[src/rtl/pipe_ctrl_pkg.sv]
`default_nettype none
// ============================================================================
//  Module      : pipe_ctrl_pkg
//  Description : Shared definitions for the pipeline sequencing controller.
//                - state_t        : controller FSM state encoding (RUN, WAIT)
//                - REG_AW_DEFAULT : default register-file address width
//                - c_x0_addr      : address of the hard-wired zero register
//  Revision    : 1.0 - initial release
// ============================================================================
package pipe_ctrl_pkg;

  localparam int unsigned REG_AW_DEFAULT = 5;

  // x0 is hard-wired to zero, so writing it never creates a dependency.
  localparam logic [REG_AW_DEFAULT-1:0] c_x0_addr = '0;

  typedef enum logic [0:0] {
    RUN  = 1'b0,   // pipeline flowing, no memory request outstanding
    WAIT = 1'b1    // data-memory request issued, waiting for ack
  } state_t;

endpackage : pipe_ctrl_pkg
`default_nettype wire

[src/rtl/pipe_ctrl_hazard_detect.sv]
`default_nettype none
// ============================================================================
//  Module      : hazard_detect
//  Description : Combinational load-use detector. Flags when the instruction
//                in ID/EX is a load whose destination register is read by the
//                instruction in IF/ID. The zero register never matches.
//  Ports       : i_idex_mem_read  - ID/EX instruction is a load
//                i_idex_rd_addr   - ID/EX destination register
//                i_ifid_rs1_addr  - IF/ID source register 1
//                i_ifid_rs2_addr  - IF/ID source register 2
//                o_load_use       - load-use hazard present
//  Revision    : 1.0 - initial release
// ============================================================================
module hazard_detect
  import pipe_ctrl_pkg::*;
#(
  parameter int REG_AW = REG_AW_DEFAULT
) (
  input  logic              i_idex_mem_read,
  input  logic [REG_AW-1:0] i_idex_rd_addr,
  input  logic [REG_AW-1:0] i_ifid_rs1_addr,
  input  logic [REG_AW-1:0] i_ifid_rs2_addr,
  output logic              o_load_use
);

  logic w_rd_nonzero;
  logic w_rs1_match;
  logic w_rs2_match;

  assign w_rd_nonzero = (i_idex_rd_addr != REG_AW'(c_x0_addr));
  assign w_rs1_match  = (i_idex_rd_addr == i_ifid_rs1_addr);
  assign w_rs2_match  = (i_idex_rd_addr == i_ifid_rs2_addr);

  assign o_load_use = i_idex_mem_read & w_rd_nonzero & (w_rs1_match | w_rs2_match);

endmodule : hazard_detect
`default_nettype wire

[src/rtl/pipe_ctrl.sv]
`default_nettype none
// ============================================================================
//  Module      : pipe_ctrl
//  Description : Pipeline sequencing controller for the 5-stage RISC-V core.
//                Drives stage-register enables/flushes, PC write enable and
//                PC source select. Resolves, in priority order:
//                  1. multi-cycle data-memory access (full freeze, req/ack)
//                  2. taken branch resolved in MEM (flush IF/ID, ID/EX, EX/MEM)
//                  3. load-use (hold PC and IF/ID, bubble into ID/EX)
//                All outputs are combinational from the FSM state and inputs.
//                While rst_i is low every control output is forced to 0.
//  Ports       : clk_i, rst_i (async, active-low)
//                IDEX_*/IFID_*/EXMEM_* : hazard fields from pipeline registers
//                mem_ack_i / mem_req_o : data-memory handshake
//                PCWrite_o, *_en_o     : stage register enables
//                *_flush_o             : load bubble into stage register
//                PCSrc_o               : select branch target for PC
//                stall_cnt_o/flush_cnt_o : performance counters
//  Config      : define PIPE_PERF_CNT_EN to build the saturating performance
//                counters; otherwise both counter ports are tied to 0.
//  Revision    : 1.0 - initial release
// ============================================================================
module pipe_ctrl
  import pipe_ctrl_pkg::*;
#(
  parameter int CNT_W  = 32,
  parameter int REG_AW = REG_AW_DEFAULT
) (
  input  logic              clk_i,
  input  logic              rst_i,
  input  logic              IDEX_MemRead_i,
  input  logic [REG_AW-1:0] IDEX_RDaddr_i,
  input  logic [REG_AW-1:0] IFID_RS1addr_i,
  input  logic [REG_AW-1:0] IFID_RS2addr_i,
  input  logic              EXMEM_Branch_i,
  input  logic              EXMEM_Zero_i,
  input  logic              EXMEM_MemRead_i,
  input  logic              EXMEM_MemWrite_i,
  input  logic              mem_ack_i,
  output logic              mem_req_o,
  output logic              PCWrite_o,
  output logic              IFID_en_o,
  output logic              IDEX_en_o,
  output logic              EXMEM_en_o,
  output logic              MEMWB_en_o,
  output logic              IFID_flush_o,
  output logic              IDEX_flush_o,
  output logic              EXMEM_flush_o,
  output logic              PCSrc_o,
  output logic [CNT_W-1:0]  stall_cnt_o,
  output logic [CNT_W-1:0]  flush_cnt_o
);

  state_t r_state;
  state_t w_state_next;

  logic w_mem_op;
  logic w_branch_taken;
  logic w_load_use;
  logic w_freeze;

  assign w_mem_op       = EXMEM_MemRead_i | EXMEM_MemWrite_i;
  assign w_branch_taken = EXMEM_Branch_i & EXMEM_Zero_i;

  hazard_detect #(
    .REG_AW (REG_AW)
  ) u_hazard_detect (
    .i_idex_mem_read (IDEX_MemRead_i),
    .i_idex_rd_addr  (IDEX_RDaddr_i),
    .i_ifid_rs1_addr (IFID_RS1addr_i),
    .i_ifid_rs2_addr (IFID_RS2addr_i),
    .o_load_use      (w_load_use)
  );

  // --------------------------------------------------------------------------
  // State register
  // --------------------------------------------------------------------------
  always_ff @(posedge clk_i or negedge rst_i) begin
    if (!rst_i) begin
      r_state <= RUN;
    end else begin
      r_state <= w_state_next;
    end
  end

  // --------------------------------------------------------------------------
  // Next state and control outputs
  // --------------------------------------------------------------------------
  always_comb begin
    w_state_next  = r_state;
    w_freeze      = 1'b0;
    mem_req_o     = 1'b0;
    PCWrite_o     = 1'b1;
    IFID_en_o     = 1'b1;
    IDEX_en_o     = 1'b1;
    EXMEM_en_o    = 1'b1;
    MEMWB_en_o    = 1'b1;
    IFID_flush_o  = 1'b0;
    IDEX_flush_o  = 1'b0;
    EXMEM_flush_o = 1'b0;
    PCSrc_o       = 1'b0;

    // mem_ack_i is only looked at where mem_req_o is driven high.
    case (r_state)
      RUN: begin
        if (w_mem_op) begin
          mem_req_o = 1'b1;
          if (!mem_ack_i) begin
            w_freeze     = 1'b1;
            w_state_next = WAIT;
          end
        end
      end
      WAIT: begin
        mem_req_o = 1'b1;
        if (mem_ack_i) begin
          w_state_next = RUN;
        end else begin
          w_freeze = 1'b1;
        end
      end
      default: begin
        w_state_next = RUN;
      end
    endcase

    // Freeze dominates and suppresses every flush. A taken branch squashes
    // the dependent instruction, so it overrides the load-use bubble. On the
    // ack cycle the freeze lifts and any pending load-use is handled then.
    if (w_freeze) begin
      PCWrite_o  = 1'b0;
      IFID_en_o  = 1'b0;
      IDEX_en_o  = 1'b0;
      EXMEM_en_o = 1'b0;
      MEMWB_en_o = 1'b0;
    end else if (w_branch_taken) begin
      PCSrc_o       = 1'b1;
      IFID_flush_o  = 1'b1;
      IDEX_flush_o  = 1'b1;
      EXMEM_flush_o = 1'b1;
    end else if (w_load_use) begin
      PCWrite_o    = 1'b0;
      IFID_en_o    = 1'b0;
      IDEX_flush_o = 1'b1;
    end

    // Reset forces every control low; an outstanding request is dropped
    // immediately without waiting for a clock edge.
    if (!rst_i) begin
      w_state_next  = RUN;
      mem_req_o     = 1'b0;
      PCWrite_o     = 1'b0;
      IFID_en_o     = 1'b0;
      IDEX_en_o     = 1'b0;
      EXMEM_en_o    = 1'b0;
      MEMWB_en_o    = 1'b0;
      IFID_flush_o  = 1'b0;
      IDEX_flush_o  = 1'b0;
      EXMEM_flush_o = 1'b0;
      PCSrc_o       = 1'b0;
    end
  end

  // --------------------------------------------------------------------------
  // Performance counters
  // --------------------------------------------------------------------------
`ifdef PIPE_PERF_CNT_EN
  localparam logic [CNT_W-1:0] c_cnt_max = '1;

  logic [CNT_W-1:0] r_stall_cnt;
  logic [CNT_W-1:0] r_flush_cnt;

  // A stall cycle is any cycle where the PC is held; a flush cycle is any
  // cycle where the branch redirect is actually taken (not masked by freeze).
  always_ff @(posedge clk_i or negedge rst_i) begin
    if (!rst_i) begin
      r_stall_cnt <= '0;
      r_flush_cnt <= '0;
    end else begin
      if (!PCWrite_o && (r_stall_cnt != c_cnt_max)) begin
        r_stall_cnt <= r_stall_cnt + CNT_W'(1);
      end
      if (PCSrc_o && (r_flush_cnt != c_cnt_max)) begin
        r_flush_cnt <= r_flush_cnt + CNT_W'(1);
      end
    end
  end

  assign stall_cnt_o = r_stall_cnt;
  assign flush_cnt_o = r_flush_cnt;
`else
  assign stall_cnt_o = '0;
  assign flush_cnt_o = '0;
`endif

endmodule : pipe_ctrl
`default_nettype wire
[config.mk]
export PLATFORM = sky130hd
export DESIGN_NAME = pipe_ctrl
export DESIGN_NICKNAME = d
export VERILOG_FILES = /design/src/rtl/pipe_ctrl_pkg.sv /design/src/rtl/pipe_ctrl_hazard_detect.sv /design/src/rtl/pipe_ctrl.sv
export SDC_FILE = /design/constraint.sdc
export NUM_CORES = 1
export LEC_CHECK = 0
export ABC_AREA = 1
export CELL_PAD_IN_SITES_DETAIL_PLACEMENT = 0
export CELL_PAD_IN_SITES_GLOBAL_PLACEMENT = 2
export CORE_UTILIZATION = 11
export CTS_CLUSTER_SIZE = 20
export DETAILED_ROUTE_END_ITERATION = 6
export GPL_ROUTABILITY_DRIVEN = 0
export PLACE_DENSITY_LB_ADDON = 0.1
export SYNTH_ARGS = -nofsm -noshare
export SYNTH_HDL_FRONTEND = slang
export SYNTH_HIERARCHICAL = 1
export SYNTH_SLANG_ARGS = --single-unit
[constraint.sdc]
create_clock -name clk_i -period 1.38 [get_ports clk_i]
set_clock_uncertainty 0.05 [all_clocks]
set_input_delay 0.276 -clock clk_i [delete_from_list [all_inputs] [get_ports clk_i]]
set_output_delay 0.276 -clock clk_i [all_outputs]
set_load 0.05 [all_outputs]
==> metrics.md <==
| Metric | Value |
|---|---|
| Status | `finished with violations` |
| Failing checks | `negative setup slack` |
| Share of cells above drive strength 1 | `33.7%` |
| Unrepaired setup endpoints after global routing | `yes` |
| Critical Path Sink | `IFID_en_o` |
| Number of distinct library cells after synthesis | `16` |
| Adder-Cell Fraction of Synth Area | `0%` |
| Commonest non-fill, non-tap cell in the layout | `conb_1` |
| Syn Std Cell Area | `818 um^2` |
| P_int | `0.178 mW` |
| Reg2reg end | `r_state` |
| Post-synth top area share | `63.3%` |
| First-pass GRT wire length | `2.26 mm` |
| Tcrit/Tclk final | `118%` |
| Die ar. | `7790 um^2` |
| Core area | `7210 um^2` |
| R2r worst-path depth | `5` |
| Post-DP HPWL | `1.60 mm` |
| Sw Share | `75.0%` |
| Seq/Total Area, Yosys | `3.06%` |
| Sequential power share | `4.5%` |
| Crit path required time | `1.05 ns` |
| Syn_area_per_cell | `6.11 um^2` |
| Final wirelength | `1.76 mm` |
| Setup TNS | `-0.926 ns` |
| Placed Area | `1150 um^2` |
| Post-Syn Instances | `134` |
| Mux cell area share after synthesis | `0%` |
| R2R Setup Slk | `0.52 ns` |
| #FFs+latches synth | `1` |
| Max reg flops | `1` |
| IO Pins | `97` |
| Peak VDD IR | `0.105 mV` |
| Fin nets | `191` |
| # setup viols final | `6` |
| Post-Synth Simple-Gate Area | `19.4%` |
| Die H | `88.3 um` |
| Antenna-violating nets left | `0` |
| Vias | `624` |
| Main combinational cell family by area after synthesis | `buffers and inverters` |
| Initial antenna violation count | `0` |
| Crit path launch | `IFID_RS1addr_i[4]` |
| Top flop regs | `r_state: 1 flops` |
| Synth Area in XOR/XNOR | `3.21%` |
| Maxcap violations | `0` |
| Total GRT Usage | `3.59%` |
| Largest cells by area after synthesis | `buf_4 (63%), nand2_1 (11%), inv_1 (6.4%)` |
| GR Overflow Total | `0` |
| Starting density of the core | `11.3%` |
| Yosys top cell by area | `buf_4` |
| Psw | `0.535 mW` |
| Largest net degree at the start of global routing | `5` |
| Design area | `1170 um^2` |
| Clk Latency, worst-skew pair | `0 ns` |
| Row count | `31` |
| Crit path kind | `input port to primary output` |
| P per Cell Area | `608 nW/um^2` |
| Minimum clock period | `1.63 ns` |
| Worst setup SP type | `input port` |
| Warnings from Yosys | `6` |
| Most flop-heavy register | `r_state` |
| Area growth from synthesis to layout | `43.4%` |
| Critical Path AT | `1.30 ns` |
| Post-synthesis compound-gate area fraction | `2.29%` |
| CTS Hold Buffers Added | `0` |
| Leakage | `0.647 nW` |
| Commonest cells after routing, fill and taps aside | `conb_1 (64), nand2_1 (21), inv_1 (9), buf_6 (9)` |
| Via density per instance | `2.35` |
| Wire length per cell | `6.63 um` |
| CP endpoint kind | `primary output` |
| Vias in the first global route | `486` |
| Logic gate share of total power | `95.5%` |
| Type of the tightest min-delay check | `input port to async pin` |
| Starting DRT DRC Count | `6` |
| Final worst slack | `-0.249 ns` |
| Slew Viols, Final | `0` |
| Fill cells | `862` |
| Worst r2r src | `r_state` |
| I/O Buffers | `32` |
| Clock transition at the registers of the reported paths | `0 ns` |
| Clock share of power | `0%` |
| Worst-path maximum fanout | `2` |
| Number of antenna diodes | `0` |
| Drt drc | `0` |
| Die X | `88.3 um` |
| Fin. Hold Viols | `0` |
| Total setup buffers inserted after CTS | `0` |
| DR pass1 iterations | `2` |
| Fmax achieved | `614 MHz` |
kinds of logic after synthesis:
family / count (synthesis)
flip-flops: 1
buffers and inverters: 87
AO/OA/AOI/OAI: 3
XOR/XNOR: 3
AND/OR/NAND/NOR: 39
other: 1
how the worst min path moves through the flow:
stage	startpoint	to	slack (ns)	cells after the start
4_1_cts	rst_i	r_state	0.26	2
5_1_grt	rst_i	r_state	0.28	2
3_5_place_dp	rst_i	r_state	0.61	2
2_1_floorplan	rst_i	r_state	-0.07	0
3_3_place_gp	rst_i	r_state	0.61	2
6_report	rst_i	r_state	0.25	2
layer usage:
layer	track usage, %	up-vias	part of all wire (%)
li1	-	322	-
met1	5.36	250	42
met2	5.73	52	45
met3	0.560	0	12
met4	0	0	0
met5	0	-	0
cells in the mapped netlist, drive strengths merged:
library cell	n
a21oi	2
buf	69
conb	1
dfrtp	1
inv	18
nand2	25
nand3	2
nand4	1
nor2	11
o21ai	1
xnor2	2
xor2	1
power by group through the flow:
| stage | Sequential [mW] | Clock (mW) | Combinational (mW) |
|---|---|---|---|
| 5_1_grt | 0.0322 | 0 | 0.716 |
| 2_1_floorplan | 0.0317 | 0 | 0.666 |
| 6_report | 0.0319 | 0 | 0.681 |
| 4_1_cts | 0.0321 | 0 | 0.660 |
| 3_3_place_gp | 0.0318 | 0 | 0.674 |
| 3_5_place_dp | 0.0321 | 0 | 0.671 |
critical path: stages:
cell and delay [ns]:
clkdlybuf4s15_1 0.20, xnor2_2 0.16, nand3_1 0.10, a21oi_2 0.21
inv_2 0.06, nor2_4 0.10, nor2_4 0.05, buf_8 0.15
per-stage QoR:
stage / cells / power [mW] / hold WS [ns] / util, % / worst slack [ns]
after floorplan: 197 / 0.698 / -0.0696 / - / -0.120
after global placement: 265 / 0.706 / 0.607 / 15.9 / -0.844
after detailed placement: 265 / 0.703 / 0.612 / 15.9 / -0.827
after CTS: 265 / 0.692 / 0.258 / 15.5 / -0.324
after global routing: 265 / 0.748 / 0.276 / 16.3 / -0.347
final: 265 / 0.713 / 0.252 / 16.3 / -0.249
cell type report:
type,count,area (um^2),share of cell area [%]
multi-input combinational,109,504,43.0
timing repair buffer,38,434,37.0
tap,99,124,10.6
inverter,18,86.3,7.36
sequential,1,25.0,2.13
repair_timing:
item / in CTS / in global routing
pin swaps: 23 / 17
endpoints found under the setup margin: 10 / 9
resized for setup: 84 / 17
Power figures use the tool's default switching activity.
